[src/rtl/flat_queue_store.sv]
// Circular queue storage exposing the whole array as one flat bus plus head/tail pointers.
// Head selection is done by a downstream word-select mux driven by data_flat and rd_ptr.
module flat_queue_store #(
   parameter int mem_width = 16,
   parameter int mem_depth = 16
) (
   input  logic                             clk,
   input  logic                             reset,
   input  logic                             push_valid,
   input  logic [mem_width-1:0]             push_data,
   output logic                             push_ready,
   input  logic                             pop,
   output logic                             pop_valid,
   input  logic                             flush,
   output logic [mem_width*mem_depth-1:0]   data_flat,
   output logic [$clog2(mem_depth)-1:0]     rd_ptr,
   output logic [$clog2(mem_depth)-1:0]     wr_ptr,
   output logic [$clog2(mem_depth):0]       count,
   output logic                             full,
   output logic                             empty,
   output logic                             overflow_err,
   output logic                             underflow_err
);

   localparam int ptr_w = $clog2(mem_depth);
   localparam logic [ptr_w:0] count_max = (ptr_w+1)'(mem_depth);
   localparam logic [ptr_w:0] count_one = (ptr_w+1)'(1);
   localparam logic [ptr_w-1:0] ptr_one = ptr_w'(1);

   logic push_acc;
   logic pop_acc;

   assign full       = (count == count_max);
   assign empty      = (count == '0);
   assign push_ready = !full;
   assign pop_valid  = !empty;

   always_comb begin
      push_acc = push_valid && !full && !flush;
      pop_acc  = pop && !empty && !flush;
   end

   always_ff @(posedge clk) begin
      if (reset) begin
         data_flat     <= '0;
         rd_ptr        <= '0;
         wr_ptr        <= '0;
         count         <= '0;
         overflow_err  <= 1'b0;
         underflow_err <= 1'b0;
      end else begin
         if (push_valid && full && !flush)
            overflow_err <= 1'b1;
         if (pop && empty && !flush)
            underflow_err <= 1'b1;

         // Flush clears only bookkeeping; stored words stay in place.
         if (flush) begin
            rd_ptr <= '0;
            wr_ptr <= '0;
            count  <= '0;
         end else begin
            if (push_acc) begin
               data_flat[int'(wr_ptr)*mem_width +: mem_width] <= push_data;
               wr_ptr <= wr_ptr + ptr_one;
            end
            if (pop_acc)
               rd_ptr <= rd_ptr + ptr_one;
            if (push_acc && !pop_acc)
               count <= count + count_one;
            else if (pop_acc && !push_acc)
               count <= count - count_one;
         end
      end
   end

endmodule

[config.mk]
export PLATFORM = sky130hd
export DESIGN_NAME = flat_queue_store
export DESIGN_NICKNAME = d
export VERILOG_FILES = /design/src/rtl/flat_queue_store.sv
export SDC_FILE = /design/constraint.sdc
export NUM_CORES = 1
export LEC_CHECK = 0
export ABC_AREA = 1
export CAP_MARGIN = 20
export CORE_MARGIN = 10
export CORE_UTILIZATION = 53
export DETAILED_ROUTE_END_ITERATION = 16
export PLACE_DENSITY = 0.85
export SLEW_MARGIN = 20
export SYNTH_ARGS = -nofsm -noshare
export SYNTH_HDL_FRONTEND = slang
export SYNTH_SLANG_ARGS = --single-unit
[constraint.sdc]
create_clock -name clk -period 5.1 [get_ports clk]
set_input_delay 0.51 -clock clk [delete_from_list [all_inputs] [get_ports clk]]
set_output_delay 0.51 -clock clk [all_outputs]
set_load 0.01 [all_outputs]
# Yosys cells after proc, flatten, opt, wreduce, memory -nomap -nowiden

Cells that the tools add are included.

Register bits after elaboration: 271
Input port bits: 21
Output and inout bits: 275

Add/sub/neg operators: 5
Equal/unequal tests: 1
Shift-type cells: 2
Multiplexer cells: 3
Bitwise gates (word level): 1
Reductions and logical operators: 19

Operators by type and width:

| cell                                                                       | number |
|---|---|
| 256-bit bitwise mux                                                        | 1 |
| 16-bit by 33-bit variable shift with 256-bit output (first input constant) | 1 |
| 16-bit by 33-bit indexed part select with 256-bit output                   | 1 |
| 8-bit negator with 33-bit output                                           | 1 |
| 1-bit logical AND                                                          | 10 |
| 5-bit 2-to-1 mux                                                           | 2 |
| 4-bit by 1-bit adder with 4-bit output (second input constant)             | 2 |
| 5-bit by 1-bit adder with 5-bit output (second input constant)             | 1 |
| 5-bit == test (second input constant)                                      | 1 |
| 1-bit logical NOT                                                          | 5 |
| 5-bit logical NOT                                                          | 1 |
| 5-bit by 1-bit subtractor with 5-bit output (second input constant)        | 1 |
| 2-bit AND reduction                                                        | 1 |
| 2-bit nonzero test                                                         | 1 |
| 2-bit OR reduction                                                         | 1 |
| 1-bit NOT                                                                  | 1 |

# Depth between registers and ports, before layout

Depth after elaboration: 8
Depth in mapped cells: 15

# Worst setup path after synthesis

No wires, ideal clock.

Path kind: flip-flop to flip-flop
From: register wr_ptr[0]
To: register data_flat[101]
Arrival: 2.268 ns
Required time: 4.984 ns
Slack: 2.716 ns
Cell stages (with the launch flop): 15
Clock period less this slack: 2.384 ns
Path through: dfxtp_1 > inv_1 > buf_2 > buf_2 > ha_1 > inv_1 > nand2_1 > nand2_2 > nand2_2 > nor3_2 > buf_4 > nand2_1 > buf_2 > o21ai_0 > nor2_1

Longest elaborated chain between the ends: 3
Elaborated cells on any way between the ends: 4

Ends and longest elaborated chain:

| element                                                                                                                                | line | source |
|---|---|---|
| start: declaration                                                                                                                     | 17   | `output logic [$clog2(mem_depth)-1:0] wr_ptr,` |
| start signal: assignment                                                                                                               | 65   | `wr_ptr <= wr_ptr + ptr_one;` |
| 8-bit negator with 33-bit output *                                                                                                     | 64   | `data_flat[int'(wr_ptr)*mem_width +: mem_width] <= push_data;` |
| 16-bit by 33-bit indexed part select with 256-bit output / 16-bit by 33-bit variable shift with 256-bit output (equally long branches) | 64   |  |
| 256-bit bitwise mux *                                                                                                                  | 64   |  |
| end signal: indexed assignment                                                                                                         | 64   |  |
| end: declaration                                                                                                                       | 15   | `output logic [mem_width*mem_depth-1:0] data_flat,` |

Mark *: on every way between the ends. The rest lies on a longest branch, timed or not.
A chain may end at the register's enable or synchronous reset.

# Worst setup path after layout

From: register wr_ptr[1]
To: register data_flat[88]

Same word-level chain as after synthesis.

==> flow_metrics.py <==
metrics = {
    "run_status": {
        "status": "completed",
    },
    "sta": {
        "fin_crit_ps": 3410,
        "max_freq_ghz": 0.294,
        "fin_tns_setup_ps": 0,
        "period_share_pct": 66.8,
        "final-setup-viol-count": 0,
        "drv_slew": 0,
        "setup_slack_ps": 1690,
        "rsz0062_at_grt": "no",
        "hold_viol": 0,
        "fin_skew_ps": 13.6,
        "worst_slew_pin_slew_ps": 921,
        "relSlewSlack_pct": 38.2,
    },
    "logic_synthesis": {
        "syn_area_um2": 11700,
        "mappedNetlistNets": 1725,
        "ys_ff_latch": 271,
        "postSynthCellCount": 1693,
        "syn_avg_cell_area_um2": 6.92,
        "synth_cell_types": 37,
        "ys_warn_count": 0,
        "ys_seq_area_share_pct": 46.3,
    },
    "cts": {
        "clock_latency_ps": 540,
        "clkSinkCount": 271,
        "cts_tree": "done",
        "postCtsSetupBuffers": 0,
        "postCtsHoldBufs": 0,
        "clock_path_buffers": 3,
        "clk_pin_slew_ps": 60,
        "htreeDepth": 1,
        "cts_resized": 0,
        "numCtsBuffers": 28,
        "root_buffer": "clkbuf_16",
    },
    "place": {
        "placed_area_um2": 14600,
        "dp_hpwl_mm": 29.4,
        "gp_congestion": 0.881,
        "post-place-ws_ps": 1480,
        "port_buffers": 295,
    },
    "layout": {
        "layout.nets": 1959,
        "design_area_um2": 15600,
        "final_common_cell": "nor2_1",
        "final_cell_mix": "nor2_1 (469), clkdlybuf4s50_1 (294), nand2_1 (282), dfxtp_1 (271), inv_1 (152)",
        "drive_gt1_share_pct": 4.63,
        "area_growth_pct": 32.7,
    },
    "routing": {
        "routed_via_density": 5.38,
        "drt_iter0_drc": 1008,
        "drc": 0,
        "vias": 12000,
        "first_pass_iters": 8,
        "drt-total-wl_mm": 41.3,
        "detail-route-antenna-nets": 0,
        "wl_per_cell_um": 18.5,
    },
    "hold_path": {
        "hp-class": "flop to flop",
    },
    "power_and_ir_drop": {
        "p_switching_mw": 1.07,
        "power_density_nw_per_um2": 292,
        "p_comb_share_pct": 6.9,
        "p_seq_share_pct": 47.3,
        "clkPwrFrac_pct": 45.8,
        "swShare_pct": 23.5,
        "internal_power_mw": 3.47,
        "power_leakage_nw": 6.75,
        "ir_drop_v": 0.000235,
    },
    "critical_path": {
        "critPathRequiredTime_ps": 5580,
        "critPathKind": "flop to flop",
        "endpoint_kind": "flop",
        "crit_arrival_ps": 3880,
        "worst_path_largest_cell_delay_ps": 470,
        "cp_max_fo": 28,
        "slowest_stage": "dfxtp_1",
        "worstPathCellList": "inv_1 > ha_1 > inv_1 > nand2_1 > nand2_2 > buf_4 > nand2_2 > nor3_4 > buf_4 > nand2_1 > inv_2 > nor2_1 > nor2_1",
        "worstSetupStartpointType": "flop",
    },
    "floorplanning": {
        "die_area_um2": 28500,
        "fp-row-count": 54,
        "die_w_um": 169,
        "coreArea_um2": 21800,
        "initial_utilization_pct": 53.7,
        "die-height_um": 169,
        "io_pins": 296,
    },
    "grt": {
        "track_usage_pct": 27.5,
        "antenna_found_initial": 2,
        "grt_pass1_wl_mm": 63.9,
        "grt_start_max_net_pins": 111,
        "grt.overflow.total": 0,
        "grt_pass1_vias": 11300,
    },
    "run": {
        "max-cap-violations": 0,
    },
}
-- flip-flops by register name, summed over array words and instances, names as in the netlist --
name           cells
wr_ptr             4
underflow_err      1
rd_ptr             4
count              5
overflow_err       1
data_flat        256
-- metal layers --
metal / GRT usage (%) / wire length (um) / vias up
li1: - / - / 5736
met1: 32.8 / 15900 / 5536
met2: 45.7 / 19500 / 606
met3: 7.53 / 4200 / 102
met4: 11.8 / 1720 / 0
met5: 0 / 0 / -
-- cells by family after synthesis --
logic type	synth area share, %
compound gates	9.33
xor+xnor	0.448
fa+ha+maj	1.24
buf+inv	9.34
flops	46.3
simple gates	33.4
-- area by class of cell --
class / instances / area [um2]
Fill cell: 1752 / 6270
Sequential cell: 271 / 5430
Multi-Input combinational cell: 1160 / 5220
Timing Repair Buffer: 304 / 3030
Clock buffer: 41 / 811
Inverter: 162 / 613
Tap cell: 280 / 350
Clock inverter: 6 / 109
Antenna cell: 2 / 5.00
-- metrics by stage --
step           hold WS [ps]  std cells  util (%)  power (mW)
6_report                467       2226      71.3        4.54
5_1_grt                 489       2226      71.3        4.66
4_1_cts                 469       2224      71.2        4.54
3_5_place_dp            455       2177      67.0        2.50
3_3_place_gp            450       2177      67.0        2.49
2_1_floorplan           486       1693         -        2.38
-- power by group through the flow --
stage	Combinational, mW	Sequential (mW)	Clock [mW]
4_1_cts	0.307	2.15	2.08
3_5_place_dp	0.305	2.19	0
3_3_place_gp	0.299	2.19	0
6_report	0.313	2.15	2.08
5_1_grt	0.339	2.15	2.17
2_1_floorplan	0.186	2.20	0
-- cell usage after synthesis, drive strengths merged --
library cell / instances / area, um2
dfxtp: 271 / 5430
nand3: 43 / 248
nor4: 1 / 6.26
nor3b: 1 / 7.51
a21oi: 94 / 470
inv: 159 / 599
xnor2: 2 / 17.5
clkinv: 3 / 11.3
buf: 58 / 325
nand2: 295 / 1160
nand4: 16 / 115
o21ai: 114 / 571
o21bai: 7 / 52.6
nor3: 92 / 477
xor2: 4 / 35.0
fa: 1 / 20.0
nor2: 480 / 1890
clkbuf: 42 / 159
ha: 10 / 125
-- final timing paths --
| check | endpoint | startpoint | slack, ps | cells after the start |
|---|---|---|---|---|
| min reg2reg | overflow_err$_SDFFE_PP0P_ | overflow_err$_SDFFE_PP0P_ | 470 | 2 |
| min | overflow_err$_SDFFE_PP0P_ | overflow_err$_SDFFE_PP0P_ | 470 | 2 |
| max reg2reg | data_flat[88]$_SDFFE_PP0P_ | wr_ptr[1]$_SDFFE_PP0P_ | 1690 | 13 |
| max | data_flat[88]$_SDFFE_PP0P_ | wr_ptr[1]$_SDFFE_PP0P_ | 1690 | 13 |
-- critical path, delay by kind of cell (launching register included) --
kind,cells,cell delay (ps)
buf+inv,5,1270
simple gates,7,1320
flops,1,470
fa+ha+maj,1,270
(Power assumes the default switching activity.)
